[src/rtl/fifo_arb_pkg.sv]
// Shared types and defaults for the FIFO push-side arbiter.
package fifo_arb_pkg;

  localparam int unsigned FIFO_ARB_DATA_W = 88;
  localparam int unsigned FIFO_ARB_DEPTH  = 16;

  typedef enum logic {
    ARB_IDLE   = 1'b0,
    ARB_LOCKED = 1'b1
  } arb_state_e;

  // Next index in a ring of n entries.
  function automatic int unsigned wrap_inc(input int unsigned idx, input int unsigned n);
    return (idx + 1 >= n) ? 0 : idx + 1;
  endfunction

endpackage

[src/rtl/rr_pick.sv]
// Rotating-priority picker: first set request at or above ptr, with wrap-around.
module rr_pick #(
  parameter int unsigned NUM_REQ = 4,
  parameter int unsigned ID_W    = 2
) (
  input  logic [NUM_REQ-1:0] req,
  input  logic [ID_W-1:0]    ptr,
  output logic               gnt_valid,
  output logic [ID_W-1:0]    gnt_id
);

  // Scan the ring once starting at ptr; the first hit wins.
  always_comb begin
    int unsigned idx;
    gnt_valid = 1'b0;
    gnt_id    = '0;
    idx       = 0;
    for (int unsigned k = 0; k < NUM_REQ; k++) begin
      idx = 32'(ptr) + k;
      if (idx >= NUM_REQ) idx = idx - NUM_REQ;
      if (!gnt_valid && req[ID_W'(idx)]) begin
        gnt_valid = 1'b1;
        gnt_id    = ID_W'(idx);
      end
    end
  end

endmodule

[src/rtl/fifo_push_arbiter.sv]
// Round-robin push arbiter for a shared register FIFO, with per-packet lock.
// Optional build macro FIFO_ARB_HIPRI_EN: requester 0 becomes strict high
// priority in IDLE and its wins leave the round-robin pointer untouched.
module fifo_push_arbiter
  import fifo_arb_pkg::*;
#(
  parameter int unsigned NUM_REQ    = 4,
  parameter int unsigned ID_W       = 2,
  parameter int unsigned DATA_W     = FIFO_ARB_DATA_W,
  parameter int unsigned FIFO_DEPTH = FIFO_ARB_DEPTH
) (
  input  logic                        clockCore,
  input  logic                        resetCore,
  input  logic [NUM_REQ-1:0]          reqValid,
  input  logic [NUM_REQ-1:0]          reqLast,
  input  logic [NUM_REQ*DATA_W-1:0]   reqData,
  output logic [NUM_REQ-1:0]          reqReady,
  output logic                        fifoPush,
  output logic [DATA_W-1:0]           fifoDataIn,
  input  logic [$clog2(FIFO_DEPTH):0] fifoDepth,
  input  logic                        fifoOverrun,
  output logic [ID_W-1:0]             owner,
  output logic                        locked,
  output logic                        errOverrun
);

  // One extra bit over the occupancy width so an over-full reading goes negative.
  localparam int unsigned SPACE_W = $clog2(FIFO_DEPTH) + 2;

  arb_state_e          state;
  arb_state_e          next_state;
  logic [ID_W-1:0]     rr_ptr;
  logic [ID_W-1:0]     next_ptr;
  logic [ID_W-1:0]     next_owner;
  logic [SPACE_W-1:0]  space;
  logic                has_space;
  logic                pick_valid;
  logic [ID_W-1:0]     pick_id;
  logic                sel_valid;
  logic [ID_W-1:0]     sel_id;
  logic                sel_last;
  logic                xfer;
  logic                advance;
  logic [DATA_W-1:0]   beats [NUM_REQ];
  logic [DATA_W-1:0]   sel_data;

  // Split the flat data bus into per-requester beats.
  for (genvar g = 0; g < NUM_REQ; g++) begin : g_beats
    assign beats[g] = reqData[g*DATA_W +: DATA_W];
  end

  rr_pick #(
    .NUM_REQ (NUM_REQ),
    .ID_W    (ID_W)
  ) u_pick (
    .req       (reqValid),
    .ptr       (rr_ptr),
    .gnt_valid (pick_valid),
    .gnt_id    (pick_id)
  );

  // Conservative free space: an in-flight push counts as occupied, pops are ignored.
  always_comb begin
    space     = SPACE_W'(FIFO_DEPTH) - SPACE_W'(fifoDepth) - SPACE_W'(fifoPush);
    has_space = !space[SPACE_W-1] && (space != '0);
  end

  // Candidate selection and the combinational ready/transfer decode.
  always_comb begin
    sel_valid = pick_valid;
    sel_id    = pick_id;
    if (state == ARB_LOCKED) begin
      sel_valid = 1'b1;
      sel_id    = owner;
    end
`ifdef FIFO_ARB_HIPRI_EN
    else if (reqValid[0]) begin
      sel_valid = 1'b1;
      sel_id    = '0;
    end
`endif
    reqReady = '0;
    if (sel_valid && has_space) reqReady[sel_id] = 1'b1;
    xfer     = sel_valid && has_space && reqValid[sel_id];
    sel_last = reqLast[sel_id];
    sel_data = beats[sel_id];
`ifdef FIFO_ARB_HIPRI_EN
    advance  = (sel_id != '0);
`else
    advance  = 1'b1;
`endif
  end

  // Next-state logic: lock on a non-last beat, release and rotate on the last beat.
  always_comb begin
    next_state = state;
    next_owner = owner;
    next_ptr   = rr_ptr;
    if (xfer) begin
      next_owner = sel_id;
      if (sel_last) begin
        next_state = ARB_IDLE;
        if (advance) next_ptr = ID_W'(wrap_inc(32'(sel_id), NUM_REQ));
      end else begin
        next_state = ARB_LOCKED;
      end
    end
  end

  // State register.
  always_ff @(posedge clockCore or posedge resetCore) begin
    if (resetCore) state <= ARB_IDLE;
    else           state <= next_state;
  end

  // Registered FIFO push, data, owner and round-robin pointer.
  always_ff @(posedge clockCore or posedge resetCore) begin
    if (resetCore) begin
      fifoPush   <= 1'b0;
      fifoDataIn <= '0;
      owner      <= '0;
      rr_ptr     <= '0;
    end else begin
      fifoPush <= xfer;
      if (xfer) fifoDataIn <= sel_data;
      owner    <= next_owner;
      rr_ptr   <= next_ptr;
    end
  end

  // Sticky overrun flag, cleared only by reset.
  always_ff @(posedge clockCore or posedge resetCore) begin
    if (resetCore)        errOverrun <= 1'b0;
    else if (fifoOverrun) errOverrun <= 1'b1;
  end

  assign locked = (state == ARB_LOCKED);

endmodule

[config.mk]
export PLATFORM = sky130hd
export DESIGN_NAME = fifo_push_arbiter
export DESIGN_NICKNAME = d
export VERILOG_FILES = /design/src/rtl/fifo_arb_pkg.sv /design/src/rtl/rr_pick.sv /design/src/rtl/fifo_push_arbiter.sv
export SDC_FILE = /design/constraint.sdc
export NUM_CORES = 1
export LEC_CHECK = 0
export CORE_AREA = 2 2 179 181
export CTS_CLUSTER_SIZE = 8
export DETAILED_ROUTE_END_ITERATION = 10
export DIE_AREA = 0 0 181 183
export PLACE_DENSITY_LB_ADDON = 0.15
export SKIP_LAST_GASP = 1
export SLEW_MARGIN = 40
export SYNTH_ARGS = -nofsm -noshare
export SYNTH_HDL_FRONTEND = slang
export SYNTH_SLANG_ARGS = --single-unit
export TNS_END_PERCENT = 5
[constraint.sdc]
create_clock -name clockCore -period 4.8 [get_ports clockCore]
set_input_delay 0.96 -clock clockCore [delete_from_list [all_inputs] [get_ports clockCore]]
set_output_delay 0.96 -clock clockCore [all_outputs]
set_load 0.005 [all_outputs]
Yosys cells after proc, flatten, opt, wreduce, memory -nomap -nowiden. Index checks and enable logic that the tools add are counted.

Register bits after elaboration: 95. Bits in latches: 0. RAM bits: 0. ROM bits: 0. Input bits: 368. Word-level logic and storage cells: 76. Memories: 0.

Add/subtract/negate cells: 10. $mul: 0. Divide/modulo/power cells: 0. Magnitude comparators: 12. Equality and inequality tests: 0. Shift-type cells: 0. Mux-type cells: 34. Bitwise operators: 1. Reduce and logical (&&, ||, !) cells: 13.

Operators by type and width (count): binary-select mux 88 bit (select 2 bit) (1); 2-to-1 mux 88 bit (2); 2-to-1 mux 2 bit (10); greater-or-equal comparator 3 bit (second input constant) (5); < comparator 2 x 3 -> 1 bit (second input constant) (5); 2-to-1 mux 1 bit (13); binary-select mux 1 bit (select 2 bit) (6); subtractor 2 x 1 -> 2 bit (second input constant) (4); logical AND 1 bit (7); adder 2 x 1 -> 3 bit (second input constant) (2); adder 2 x 2 -> 3 bit (second input constant) (2); nonzero test 6 bit (1); subtractor 5 x 5 -> 6 bit (first input constant) (1); subtractor 6 x 1 -> 6 bit (1); logical NOT 1 bit (4); 2-to-1 mux 4 bit (1); greater-or-equal comparator 2 x 3 -> 1 bit (second input constant) (1); NOT 2 -> 3 bit (1); demux 1 bit (select 2 bit) (1); greater-or-equal comparator 2 x 1 -> 1 bit (second input constant) (1); AND reduction 2 bit (1).

Longest topological paths before layout.
Depth after elaboration: 20. Gate-level depth with buffers: 14. Depth with buffers taken out: 12.

Modules after synthesis. Synthesis repeated with hierarchy kept, for this count alone.

Cells, all modules: 366. Area, all modules: 6082.1 µm².

Modules (own cells, without submodules): fifo_push_arbiter (instances 1, cells an instance 351, area each 6004.5 µm², seq. area each 2377.3 µm²); rr_pick (instances 1, cells an instance 15, area each 77.6 µm², seq. area each 0.0 µm²).

Least setup slack after synthesis. No wires, ideal clock.

Path kind: input port to output port. From: input reqValid[0]. To: output reqReady[0]. Arrival time: 2.619 ns. Required time: 3.840 ns. Slack: 1.221 ns. Cell stages on the path: 9. Buffers on the path: 2. Cell sequence: buf_2 and2_1 o211ai_1 nand2_1 o21ai_2 clkbuf_1 inv_1 ha_1 and2_1.

Cells in the longest elaborated chain, start to end: 18. Elaborated cells on any way between the ends: 31.

Ends and longest elaborated chain: start, declared (RTL line fifo_push_arbiter.sv:14) `input logic [NUM_REQ-1:0] reqValid,`; binary-select mux 1 bit (select 2 bit) (RTL line rr_pick.sv:21) `if (!gnt_valid && req[ID_W'(idx)]) begin`; 2-to-1 mux 1 bit (implied by the code) (RTL line rr_pick.sv:21); 2-to-1 mux 1 bit (RTL line rr_pick.sv:21); logical NOT 1 bit (RTL line rr_pick.sv:21); logical AND 1 bit (RTL line rr_pick.sv:21); 2-to-1 mux 1 bit (RTL line rr_pick.sv:21); logical NOT 1 bit (RTL line rr_pick.sv:21); logical AND 1 bit (RTL line rr_pick.sv:21); [... 3 more ...]; 2-to-1 mux 2 bit * (RTL line rr_pick.sv:21); 2-to-1 mux 2 bit * (RTL line fifo_push_arbiter.sv:72) `if (state == ARB_LOCKED) begin`; named net sel_id[1] (RTL line fifo_push_arbiter.sv:40) `logic [ID_W-1:0] sel_id;`; < comparator 2 x 3 -> 1 bit (implied by the code) or greater-or-equal comparator 2 x 1 -> 1 bit (tied branches) (RTL line fifo_push_arbiter.sv:83) `if (sel_valid && has_space) reqReady[sel_id] = 1'b1;`; logical AND 1 bit (implied by the code) (RTL line fifo_push_arbiter.sv:83); 2-to-1 mux 1 bit (implied by the code) (RTL line fifo_push_arbiter.sv:83); demux 1 bit (select 2 bit) * (RTL line fifo_push_arbiter.sv:83); 2-to-1 mux 4 bit * (RTL line fifo_push_arbiter.sv:83); end, declared (RTL line fifo_push_arbiter.sv:17) `output logic [NUM_REQ-1:0] reqReady,`.

The timed path passes the listed nets; every way through them passes the cells marked *. The select of a mux whose other input is x is not followed.

Final worst setup path.
From: input fifoDepth[0]. To: output reqReady[0].

Cells in the longest elaborated chain, start to end: 6. Elaborated cells on any way between the ends: 7.

Ends and longest elaborated chain: start, declared (RTL line fifo_push_arbiter.sv:20) `input logic [$clog2(FIFO_DEPTH):0] fifoDepth,`; subtractor 5 x 5 -> 6 bit * (RTL line fifo_push_arbiter.sv:64) `space = SPACE_W'(FIFO_DEPTH) - SPACE_W'(fifoDepth) - SPACE_W'(fifoPush);`; subtractor 6 x 1 -> 6 bit * (RTL line fifo_push_arbiter.sv:64); nonzero test 6 bit or logical NOT 1 bit (tied branches) (RTL line fifo_push_arbiter.sv:65) `has_space = !space[SPACE_W-1] && (space != '0);`; logical AND 1 bit * (RTL line fifo_push_arbiter.sv:65); logical AND 1 bit * (RTL line fifo_push_arbiter.sv:83); 2-to-1 mux 4 bit * (RTL line fifo_push_arbiter.sv:83).

Every way passes the cells marked *; elsewhere a longest branch is shown, timed or not.

==> impl_metrics.tcl <==
set metrics [dict create \
    crit_type "input port to primary output" \
    ant_nets 0 \
    grt_first_pass_wirelength_mm 36.6 \
    grt_pass1_vias 6193 \
    antenna_found_initial 2 \
    ir_worst_vdd_mv 0.310 \
    drtIter0Drc 266 \
    antennaDiodeCount 0 \
    synth-xor-area-share_pct 0.272 \
    grt_max_degree 60 \
    worstSkewPairLatency_ns 0.35 \
    vias 5710 \
    initial_utilization_pct 20.7 \
    power.density_mw_per_mm2 511 \
    die_area_mm2 0.0331 \
    hold_viol_final 0 \
    timing.final.crit_period_ns 4.27 \
    die_h_um 183 \
    cts_made_buffers 9 \
    rows 65 \
    synth_edf_count 0 \
    hpwl_mm 19.7 \
    yosys.cell_count.top_type "dfrtp_1" \
    core_area_mm2 0.0312 \
    cts_max_level 3 \
    fin_nets 1256 \
    grt_remaining_overflow 0 \
    worst_pin_slew_ns 0.647 \
    hold_path.class "register to register" \
    path_cells "clkdlybuf4s50_1 -> inv_1 -> ha_1 -> ha_1 -> a211oi_1 -> xnor2_1 -> nor2_1 -> nor3_1 -> buf_4 -> and2_1 -> clkdlybuf4s50_1" \
    drc 0 \
    status "finished, final reports clean" \
    max_freq_mhz 234 \
    synth-warning-count 0 \
    critPathTopFamily "buffers and inverters" \
    cap_violations 0 \
    synth_top_family_by_area "multiplexers" \
    finalNonFillerCells 1283 \
    yosysUniqueCellTypes 51 \
    cts.sinks 95 \
    grt_use_total_pct 14.5 \
    async_flop_share_pct 100 \
    drive_gt1_share_pct 24.5 \
    wl_per_cell_um 19.0 \
    synth_compound_area_share_pct 4.40 \
    synth_area_mm2 0.00645 \
    ys_top_cells_by_count "95 x dfrtp_1, 90 x mux2_2, 88 x mux4_2, 19 x buf_6, 16 x inv_1" \
    cts_tree "yes" \
    hold_buffers 0 \
    vias_per_cell 4.45 \
    tns_ns 0 \
    worstPathArrival_ns 3.31 \
    drt-pass1-iter-count 6 \
    fin_ws_ns 0.533 \
    cp.required_ns 3.84 \
    ctsResizeCount 0 \
    cp-start-kind "input port" \
    die_x_um 181 \
    synthTopCellsByArea "dfrtp_1 37%, mux4_2 31%, mux2_2 16%, buf_6 3.3%, ha_1 2.3%" \
    crit_buf_inv 4 \
    slowest_stage "clkdlybuf4s50_1" \
    place_ws_ns 0.520 \
    cts.root.buffer_cell "clkbuf_16" \
    report.final.slew_viol_count 0 \
    path_clk_slew_ns 0.07 \
    p_leak_nw 4.48 \
    synth_top_cell_by_area "dfrtp_1" \
    clock_skew_ns 0.0146 \
    rsz0062_at_grt "no" \
    clock_path_buffers 2 \
    setup.worst_path.end_class "primary output" \
    syn_to_final_growth_pct 82.4 \
    synthAdderAreaFrac_pct 2.33 \
    fin_crit_sh_pct 88.9 \
    synthMuxAreaShare_pct 46.9 \
    synthSimpleGateAreaFrac_pct 3.69 \
    setup-violations-final 0 \
    dpl.cell_count 1267 \
    slowest_delay_ns 0.50 \
    cp_max_fo 7 \
    postCtsSetupRepairBufs 0 \
    slew_headroom_pct 56.8 \
    syn_area_per_cell_um2 15.2 \
    synth-seq-cells 95 \
    port_buffers 464 \
    top_level_ports 465 \
    ys_seq_area_share_pct 36.9 \
    gp_congestion 0.799 \
    syn_nets 805 \
    post-route-util_pct 37.7 \
    synth_flop_cell "dfrtp_1" \
    synth.top_cell.area_share_pct 36.9 \
    num-fill-cells 3057 \
    totalWireLength_mm 24.4 \
    netlist_instances 425 \
]
==> cells in the final DEF (no fill, tap or decap), types with 3 or more instances in the layout <==
| cell | instances |
|---|---|
| clkinv_4 | 3 |
| nor2_1 | 8 |
| nand3_1 | 4 |
| and2_1 | 5 |
| inv_1 | 15 |
| clkdlybuf4s50_1 | 464 |
| mux4_2 | 88 |
| nand2_1 | 8 |
| clkbuf_16 | 9 |
| o211ai_1 | 3 |
| dfrtp_1 | 95 |
| buf_4 | 9 |
| nand2b_1 | 6 |
| a21oi_1 | 7 |
| buf_12 | 3 |
| mux2_2 | 90 |
| ha_1 | 12 |
| nor3_1 | 3 |
==> state kept, by name, summed over array words and instances, names as in the netlist <==
signal	cells
errOverrun	1
fifoDataIn	88
fifoPush	1
locked	1
owner	2
rr_ptr	2
==> cells by family (layout without fill, tap and decap cells) <==
| group | after synthesis | after routing |
|---|---|---|
| fa+ha+maj | 12 | 12 |
| xor+xnor | 2 | 2 |
| mux | 181 | 181 |
| flops | 95 | 95 |
| compound gates | 37 | 37 |
| buf+inv | 54 | 510 |
| simple gates | 44 | 44 |
==> power breakdown <==
| group | switching (W) | leakage [nW] | total (W) | internal, W |
|---|---|---|---|---|
| Clock | 0.000337 | 0.150 | 0.000761 | 0.000424 |
| Sequential | 0.000249 | 1.11 | 0.00147 | 0.00122 |
| Combinational | 0.00140 | 3.22 | 0.00378 | 0.00238 |
| Total | 0.00198 | 4.48 | 0.00601 | 0.00403 |
==> final timing paths <==
kind                                    from              to  slack [ns]  cells past startpoint
worst max-delay path            fifoDepth[0]     reqReady[0]        0.53                     11
worst min-delay path              errOverrun      errOverrun        0.47                      1
worst max register to register     rr_ptr[0]  fifoDataIn[71]        1.62                     10
worst min register to register    errOverrun      errOverrun        0.47                      1
max in group asynchronous          resetCore          locked        2.90                      3
min in group asynchronous          resetCore  fifoDataIn[68]        1.02                      2
==> layout make-up <==
cell class,instances,area [µm²],share of cell area [%]
clock buffer,11,243,2.06
clock inverter,5,65.1,0.553
inverter,18,75.1,0.638
multi-input combinational,276,3730,31.7
sequential,95,2380,20.2
tap,402,503,4.27
timing repair buffer,476,4770,40.6
==> through the flow <==
| stage | total power [W] | cell area [µm²] | hold slack (ns) |
|---|---|---|---|
| final | 0.00601 | 11800 | 0.469 |
| after global routing | 0.00647 | 11800 | 0.513 |
| after CTS | 0.00617 | 11800 | 0.477 |
| after detailed placement | 0.00537 | 11500 | 0.460 |
| after global placement | 0.00537 | 11400 | 0.462 |
| after floorplan | 0.00376 | 6450 | 0.465 |
==> per-layer routing <==
layer  wire [µm]  track usage [%]  up-vias
met4         405             4.03        0
met2       12900             26.7      297
met3        2090             4.55       20
li1            -                -     2590
met1        9080             16.3     2803
met5           0                0        -
Note: power is estimated with default switching activity, not from simulation.
